<file path="src/rtl/fir_mac_sequencer.sv">
// Time-multiplexed FIR controller: one signed 16x16 MAC is stepped over NTAPS taps per sample.
// Optional build macro FIR_SAT_EN saturates the output word instead of truncating it.
module fir_mac_sequencer #(
    parameter int NTAPS     = 19,
    parameter int ACC_W     = 40,
    parameter int OUT_SHIFT = 15
) (
    input  logic        aclk,
    input  logic        areset,
    input  logic        s_axis_data_tvalid,
    output logic        s_axis_data_tready,
    input  logic [15:0] s_axis_data_tdata,
    output logic        m_axis_data_tvalid,
    input  logic        m_axis_data_tready,
    output logic [15:0] m_axis_data_tdata,
    input  logic        cfg_coef_we,
    input  logic [4:0]  cfg_coef_addr,
    input  logic [15:0] cfg_coef_data,
    output logic        cfg_coef_err,
    output logic        busy
);

    localparam int TAP_W = $clog2(NTAPS);

    typedef enum logic [1:0] {IDLE, MAC, OUT} state_t;

    state_t                   state, state_next;
    logic [TAP_W-1:0]         tap;
    logic signed [15:0]       x    [NTAPS];
    logic signed [15:0]       coef [NTAPS];
    logic signed [ACC_W-1:0]  acc, acc_next;
    logic signed [31:0]       x_ext, c_ext, prod;
    logic [15:0]              out_word;
    logic                     accept, last_tap, coef_ok;

    function automatic logic signed [15:0] default_coef(input int i);
        case (i)
            0, 18:   default_coef = 16'sd26;
            1, 17:   default_coef = 16'sd270;
            2, 16:   default_coef = 16'sd963;
            3, 15:   default_coef = 16'sd2424;
            4, 14:   default_coef = 16'sd4869;
            5, 13:   default_coef = 16'sd8259;
            6, 12:   default_coef = 16'sd12194;
            7, 11:   default_coef = 16'sd15948;
            8, 10:   default_coef = 16'sd18666;
            9:       default_coef = 16'sd19660;
            default: default_coef = 16'sd0;
        endcase
    endfunction

    // Both AXI-Stream ports: a beat transfers on the rising edge where tvalid && tready;
    // tvalid never waits on tready, and ready/valid are decoded from the state register only.
    assign s_axis_data_tready = (state == IDLE);
    assign m_axis_data_tvalid = (state == OUT);
    assign busy               = (state != IDLE);

    assign accept   = s_axis_data_tvalid && (state == IDLE);
    assign last_tap = (tap == TAP_W'(NTAPS - 1));
    assign coef_ok  = (state == IDLE) && ({1'b0, cfg_coef_addr} < 6'(NTAPS));

    assign x_ext    = {{16{x[tap][15]}}, x[tap]};
    assign c_ext    = {{16{coef[tap][15]}}, coef[tap]};
    assign prod     = x_ext * c_ext;
    assign acc_next = acc + {{(ACC_W-32){prod[31]}}, prod};

`ifdef FIR_SAT_EN
    logic signed [ACC_W-1:0] shifted;
    assign shifted = acc_next >>> OUT_SHIFT;
    always_comb begin
        out_word = shifted[15:0];
        // Bits above the 16-bit window must all match the sign, otherwise clamp.
        if (!(&shifted[ACC_W-1:15]) && (|shifted[ACC_W-1:15]))
            out_word = shifted[ACC_W-1] ? 16'h8000 : 16'h7fff;
    end
`else
    assign out_word = acc_next[OUT_SHIFT+15:OUT_SHIFT];
`endif

    always_comb begin
        state_next = state;
        case (state)
            IDLE:    if (s_axis_data_tvalid) state_next = MAC;
            MAC:     if (last_tap)           state_next = OUT;
            OUT:     if (m_axis_data_tready) state_next = IDLE;
            default:                         state_next = IDLE;
        endcase
    end

    always_ff @(posedge aclk or posedge areset) begin
        if (areset) state <= IDLE;
        else        state <= state_next;
    end

    always_ff @(posedge aclk or posedge areset) begin
        if (areset) begin
            for (int i = 0; i < NTAPS; i++) begin
                x[i]    <= '0;
                coef[i] <= default_coef(i);
            end
            acc               <= '0;
            tap               <= '0;
            m_axis_data_tdata <= '0;
            cfg_coef_err      <= 1'b0;
        end else begin
            cfg_coef_err <= cfg_coef_we && !coef_ok;
            // Lands on the same edge as an accept, so the first MAC cycle already sees it.
            if (cfg_coef_we && coef_ok)
                coef[cfg_coef_addr[TAP_W-1:0]] <= cfg_coef_data;
            case (state)
                IDLE: begin
                    if (accept) begin
                        for (int k = NTAPS - 1; k > 0; k--) x[k] <= x[k-1];
                        x[0] <= s_axis_data_tdata;
                        acc  <= '0;
                        tap  <= '0;
                    end
                end
                MAC: begin
                    acc <= acc_next;
                    tap <= tap + 1'b1;
                    if (last_tap) m_axis_data_tdata <= out_word;
                end
                default: ;
            endcase
        end
    end

endmodule
</file>
<file path="config.mk">
export PLATFORM = sky130hd
export DESIGN_NAME = fir_mac_sequencer
export DESIGN_NICKNAME = d
export VERILOG_FILES = /design/src/rtl/fir_mac_sequencer.sv
export SDC_FILE = /design/constraint.sdc
export NUM_CORES = 2
export LEC_CHECK = 0
export CAP_MARGIN = 15
export CORE_MARGIN = 2
export CORE_UTILIZATION = 58
export DETAILED_ROUTE_END_ITERATION = 7
export PLACE_DENSITY_LB_ADDON = 0.08
export SLEW_MARGIN = 10
export SYNTH_ARGS = -nofsm -noshare
export SYNTH_HDL_FRONTEND = slang
export SYNTH_SLANG_ARGS = --single-unit
</file>
<file path="constraint.sdc">
create_clock -name aclk -period 21.1 [get_ports aclk]
set_clock_uncertainty 0.05 [all_clocks]
set_input_delay 2.11 -clock aclk [delete_from_list [all_inputs] [get_ports aclk]]
set_output_delay 2.11 -clock aclk [all_outputs]
set_load 0.1 [all_outputs]
</file>
---- Word-level counts from Yosys, hierarchy flattened ----
Index checks and enable logic that the tools add are counted.
cells by class
  add/sub/neg operators ................... 2
  multipliers ............................. 1
  magnitude comparators ................... 4
  eq/ne operators ......................... 7
  multiplexer cells ....................... 17
  bitwise logic cells ..................... 2
  reduce and logical (&&, ||, !) cells .... 13
operator list
  operator                                                count
  bitwise mux 304 bit                                     1
  binary-select mux 16 bit (select 5 bit)                 2
  demux 16 bit (select 5 bit)                             1
  2-to-1 mux 16 bit                                       5
  one-hot mux 40 bit (2 select lines)                     1
  adder 40 bit                                            1
  2-to-1 mux 40 bit                                       1
  multiplier 16 x 16 -> 32 bit                            1
  >= comparator 6 bit (second input constant)             2
  inverter 5 -> 6 bit                                     2
  one-hot mux 5 bit (2 select lines)                      1
  < comparator 6 x 1 -> 1 bit (second input constant)     1
  2-to-1 mux 2 bit                                        3
  one-hot mux 2 bit (3 select lines)                      1
  AND reduction 2 bit                                     3
  adder 5 x 1 -> 5 bit (second input constant)            1
  equality test 5 bit (second input constant)             1
  logical AND 1 bit                                       5
  < comparator 5 bit (second input constant)              1
  2-to-1 mux 5 bit                                        1
  inequality test 2 x 1 -> 1 bit (second input constant)  2
  inequality test 2 bit (second input constant)           2
  nonzero test 2 bit                                      2
  AND reduction 3 bit                                     1
  other kinds (4)                                         4
word-level totals
  flip-flop bits (word level) ............. 672
  bits of input ports ..................... 42
  output and inout bits ................... 20

---- Logic depth before layout (Yosys ltp) ----
  depth in word-level cells ............... 7
  gate-level depth with buffers ........... 44

---- Worst setup path after synthesis ----
Ideal clock, no wire load.
  kind .................................... flip-flop to flip-flop
  start ................................... register tap[1]
  end ..................................... register acc[30]
  arrival time ............................ 9.179 ns
  required time ........................... 20.973 ns
  setup slack ............................. 11.794 ns
  stages on the path, launching flop included .. 40
  period minus slack after synthesis ...... 9.306 ns
  cells stage by stage .................... dfrtp_1 > buf_2 > buf_4 > buf_2 > buf_1 > mux4_2 > mux4_2 > a22oi_2 > buf_4 > nor2_1 > fa_1 > inv_1 > fa_1 > fa_1 > inv_1 > fa_1 > fa_1 > inv_1 > [4 not listed] > nor2b_1 > o21ai_0 > o211ai_1 > o21ai_0 > nand2b_1 > a21oi_1 > o21ai_0 > xor2_1 > ha_1 > a21o_1 > a21oi_1 > o21ai_0 > nor3b_1 > a21bo_2 > o21ai_1 > a31oi_1 > xnor3_1 > o21ai_1
between the ends
  longest elaborated chain between the ends .. 7
  elaborated cells between the ends (all ways) .. 10
RTL lines
  element                                                     line    source
  start: declaration                                          28      logic [TAP_W-1:0] tap;
  start signal: assignment                                    121     tap <= tap + 1'b1;
  inverter 5 -> 6 bit (implied by the code) (*)               62, 63
  binary-select mux 16 bit (select 5 bit) (on tied branches)  62, 63
  2-to-1 mux 16 bit (on tied branches) (2 in series)          62, 63
  multiplier 16 x 16 -> 32 bit (*)                            64      assign prod = x_ext * c_ext;
  adder 40 bit (*)                                            65      assign acc_next = acc + {{(ACC_W-32){prod[31]}}, prod};
  one-hot mux 40 bit (2 select lines) (*)                     110     case (state)
  end signal: assignment                                      120     acc <= acc_next;
  end: declaration                                            31      logic signed [ACC_W-1:0] acc, acc_next;
Mark *: on every way between the ends. The rest lies on a longest branch, timed or not. The select of a mux whose other input is x is not followed.
A chain may end at the register's enable or synchronous reset.

---- Worst setup path in the final report ----
  start ................................... register tap[0]
  end ..................................... register acc[30]
The elaborated chain is that of the path after synthesis.

==> summary.md <==
| Metric | Value |
|---|---|
| GRT Total Usage | `27.8%` |
| CTS tree | `done` |
| Post-DP HPWL | `65700 µm` |
| Hold_buf cts | `0` |
| Layout fillers | `5563` |
| Worst r2r src | `tap[0]` |
| Max Clk Rate | `0.0870 GHz` |
| Worst-path clk slew | `0.06 ns` |
| # nets final | `4243` |
| TritonCTS buffer count | `72` |
| Post-synth EDFFs | `0` |
| Mean Syn Cell Area | `10.6 µm²` |
| Layout cells sized above 1 | `19.4%` |
| I/O Buffers | `61` |
| Area Overhead vs Synth | `8.92%` |
| Critical Path RT | `21.56 ns` |
| Synth top cells by count | `nand2_1, dfrtp_1, inv_1` |
| DR vias/cell | `5.70` |
| CP max stage delay | `1.00 ns` |
| Worst skew pair latency | `0.63 ns` |
| Top FF cell, synth | `dfrtp_1` |
| Ys Warns | `0` |
| Num Clock Sinks | `663` |
| Max-slew violation count | `0` |
| H-tree Lvls | `3` |
| Die area | `72700 µm²` |
| Synth Instances | `3862` |
| Data arrival, critical path | `11.96 ns` |
| Register area share after synthesis | `40.9%` |
| Most common cell in the netlist | `nand2_1` |
| Drt wl/cell | `20.5 µm` |
| Unrepaired setup endpoints after global routing | `no` |
| Clock root buffer master | `clkbuf_16` |
| GPL Wtd Cong | `0.935` |
| VDD IR max | `154 µV` |
| R2r setup slk | `9.60 ns` |
| Final Setup Violations | `0` |
| DRT Pass-1 Iters | `7` |
| Slew HR | `16.9%` |
| Worst slew pin tran | `1.25 ns` |
| Bufs on Longest Clock Path | `3` |
| Inst Count DP | `4691` |
| Synth async-reset ratio | `100%` |
| Floorplan core area | `69900 µm²` |
| Element type at the critical path end | `register` |
| Iter 0 DRT Violations | `2376` |
| CP dominant cell by count | `inv_1` |
| PostCTS Resize Cnt | `0` |
| Vias in the first global route | `28700` |
| Synth Cell Area | `40900 µm²` |
| Cell leakage power | `22.2 nW` |
| Starting Density | `58.6%` |
| GRT overflow | `0` |
| WP buf/inv | `7` |
| Rows | `97` |
| Top cell type's share of synthesized area | `33.9%` |
| Critical path's slowest cell | `dfrtp_4` |
| Endpoints failing hold | `0` |
| Worst Setup SP | `tap[0]` |
| Reg area | `16700 µm²` |
| DRC viols | `0` |
| Synth unique cells | `70` |
| Antenna Nets Post-Route | `0` |
| Post-synth top area cell | `dfrtp_1` |
| Hold Path Class | `reg -> reg` |
| Largest net degree at the start of global routing | `254` |
| Final Cycle Share | `54.5%` |
| PwrDens | `147 nW/µm²` |
| Non-Filler Instances | `4827` |
| Die width | `270 µm` |
| Syn_nets | `4276` |
| Area occupied by multi-input gates | `22000 µm²` |
| Seq cells post-synth | `663` |
| IO Pins | `62` |
| Die Ht | `270 µm` |
| Max Fanout on Critical Path | `110` |
| Hold_sp | `x[186]` |
| Min Clock Period, post-route | `11.50 ns` |
| Setup CP Type | `reg -> reg` |
| Number of setup buffers added after CTS | `0` |
| Final wirelength | `98900 µm` |
| Critical path startpoint category | `register` |
| Most area-consuming cells after synthesis | `dfrtp_1, fa_1, nand2_1` |
| Antenna violations before repair | `1` |
| Crit path max-delay family | `compound AO/OA/AOI/OAI gates` |
| Diodes inserted | `0` |
| Max-Cap Viols | `0` |
| Setup TNS | `0 ns` |
| First-pass GRT wire length | `160000 µm` |
| Status | `finished clean` |
| DR vias | `27500` |
[worst reg2reg max path, delay by kind of cell (launching register included)]
family,cells,cell delay [ns]
AOI/OAI and AO/OA,15,3.64
xor gates and xnor gates,2,0.64
adders and majority gates,8,3.23
buffers and inverters,7,1.32
DFF,1,1.00
muxes,2,1.14
and+or+nand+nor,2,0.40
[layout by cell type (no fill, tap or decap), types with 4 or more instances in the layout]
master | synthesis | layout
inv_1 | 324 | 323
o21bai_1 | 5 | 5
a22oi_2 | 9 | 9
or3_1 | 7 | 7
o21ai_0 | 106 | 106
clkdlybuf4s50_1 | 0 | 61
nor3_1 | 9 | 9
ha_1 | 115 | 115
or2_2 | 7 | 7
dfrtp_1 | 554 | 550
clkinv_2 | 0 | 15
o211ai_1 | 6 | 6
o21a_1 | 15 | 15
buf_12 | 3 | 5
mux4_2 | 132 | 132
nand2b_1 | 34 | 33
and2b_1 | 5 | 5
nand2_1 | 1104 | 1103
nor2b_1 | 17 | 15
mux2_2 | 310 | 310
mux2i_1 | 41 | 41
buf_4 | 13 | 42
xor2_1 | 23 | 23
clkbuf_16 | 0 | 73
a211oi_1 | 14 | 14
xnor2_1 | 43 | 43
nor2_1 | 185 | 185
o21ai_1 | 13 | 12
a21o_1 | 23 | 23
dfstp_2 | 109 | 109
clkbuf_1 | 139 | 21
nand3b_1 | 4 | 4
a31o_2 | 4 | 4
clkbuf_8 | 0 | 14
nand3_1 | 37 | 37
fa_1 | 257 | 257
a31oi_1 | 8 | 8
a21oi_1 | 53 | 53
mux4_1 | 14 | 14
nand4_1 | 5 | 5
[layer usage]
metal  vias up  wire length (µm)  GRT usage [%]
met1     14100             43600           39.3
li1      12500                 -              -
met3       163              4560           3.48
met2       692             48200           46.0
met4         2              2500           7.54
met5         -                 8              0
[final timing paths]
check | to | cells after the start
worst min register to register | x[170] | 2
worst max register to register | acc[30] | 36
worst min-delay path | x[170] | 2
worst max-delay path | acc[30] | 36
max in group asynchronous | coef[127] | 4
min in group asynchronous | x[231] | 2
[power by group]
group          switching, mW  internal [mW]  leakage [nW]  total (mW)
logic                   2.18           1.39          12.4        3.57
clock network          0.528          0.733          1.18        1.26
registers              0.207           1.53          8.67        1.74
[metrics by stage]
stage / utilization (%) / hold WS [ns] / total power, mW / cell area [µm²] / setup slack, ns
2_1_floorplan: - / 0.396 / 4.32 / 40900 / 0.539
3_3_place_gp: 60.3 / 0.407 / 5.25 / 42100 / 9.91
3_5_place_dp: 60.3 / 0.412 / 5.35 / 42100 / 9.65
4_1_cts: 63.7 / 0.426 / 6.63 / 44500 / 9.59
5_1_grt: 63.8 / 0.446 / 7.05 / 44600 / 8.92
6_report: 63.8 / 0.424 / 6.58 / 44600 / 9.60
[flip-flops by register name, summed over array words and instances (netlist names)]
signal,cells
acc,31
cfg_coef_err,1
coef,304
m_axis_data_tdata,16
state,2
tap,5
x,304
[cells by family (layout without fill, tap and decap cells)]
| group | count (synthesis) | count (layout) | synth area share, % |
|---|---|---|---|
| AND/OR/NAND/NOR | 1434 | 1434 | 14.0 |
| flip-flops | 663 | 663 | 40.9 |
| buffers and inverters | 546 | 571 | 5.57 |
| multiplexers | 497 | 497 | 17.7 |
| adder cells (fa/ha/maj) | 372 | 372 | 16.1 |
| AO/OA/AOI/OAI | 283 | 283 | 4.35 |
| XOR/XNOR | 67 | 67 | 1.47 |
[area by class of cell]
cell class | instances | area share [%]
inverter | 328 | 2.78
multi-input combinational | 2653 | 49.2
tap | 940 | 2.64
clock buffer | 108 | 4.71
clock inverter | 24 | 0.665
sequential | 663 | 37.5
timing repair buffer | 111 | 2.43
Power figures use the tool's default switching activity.
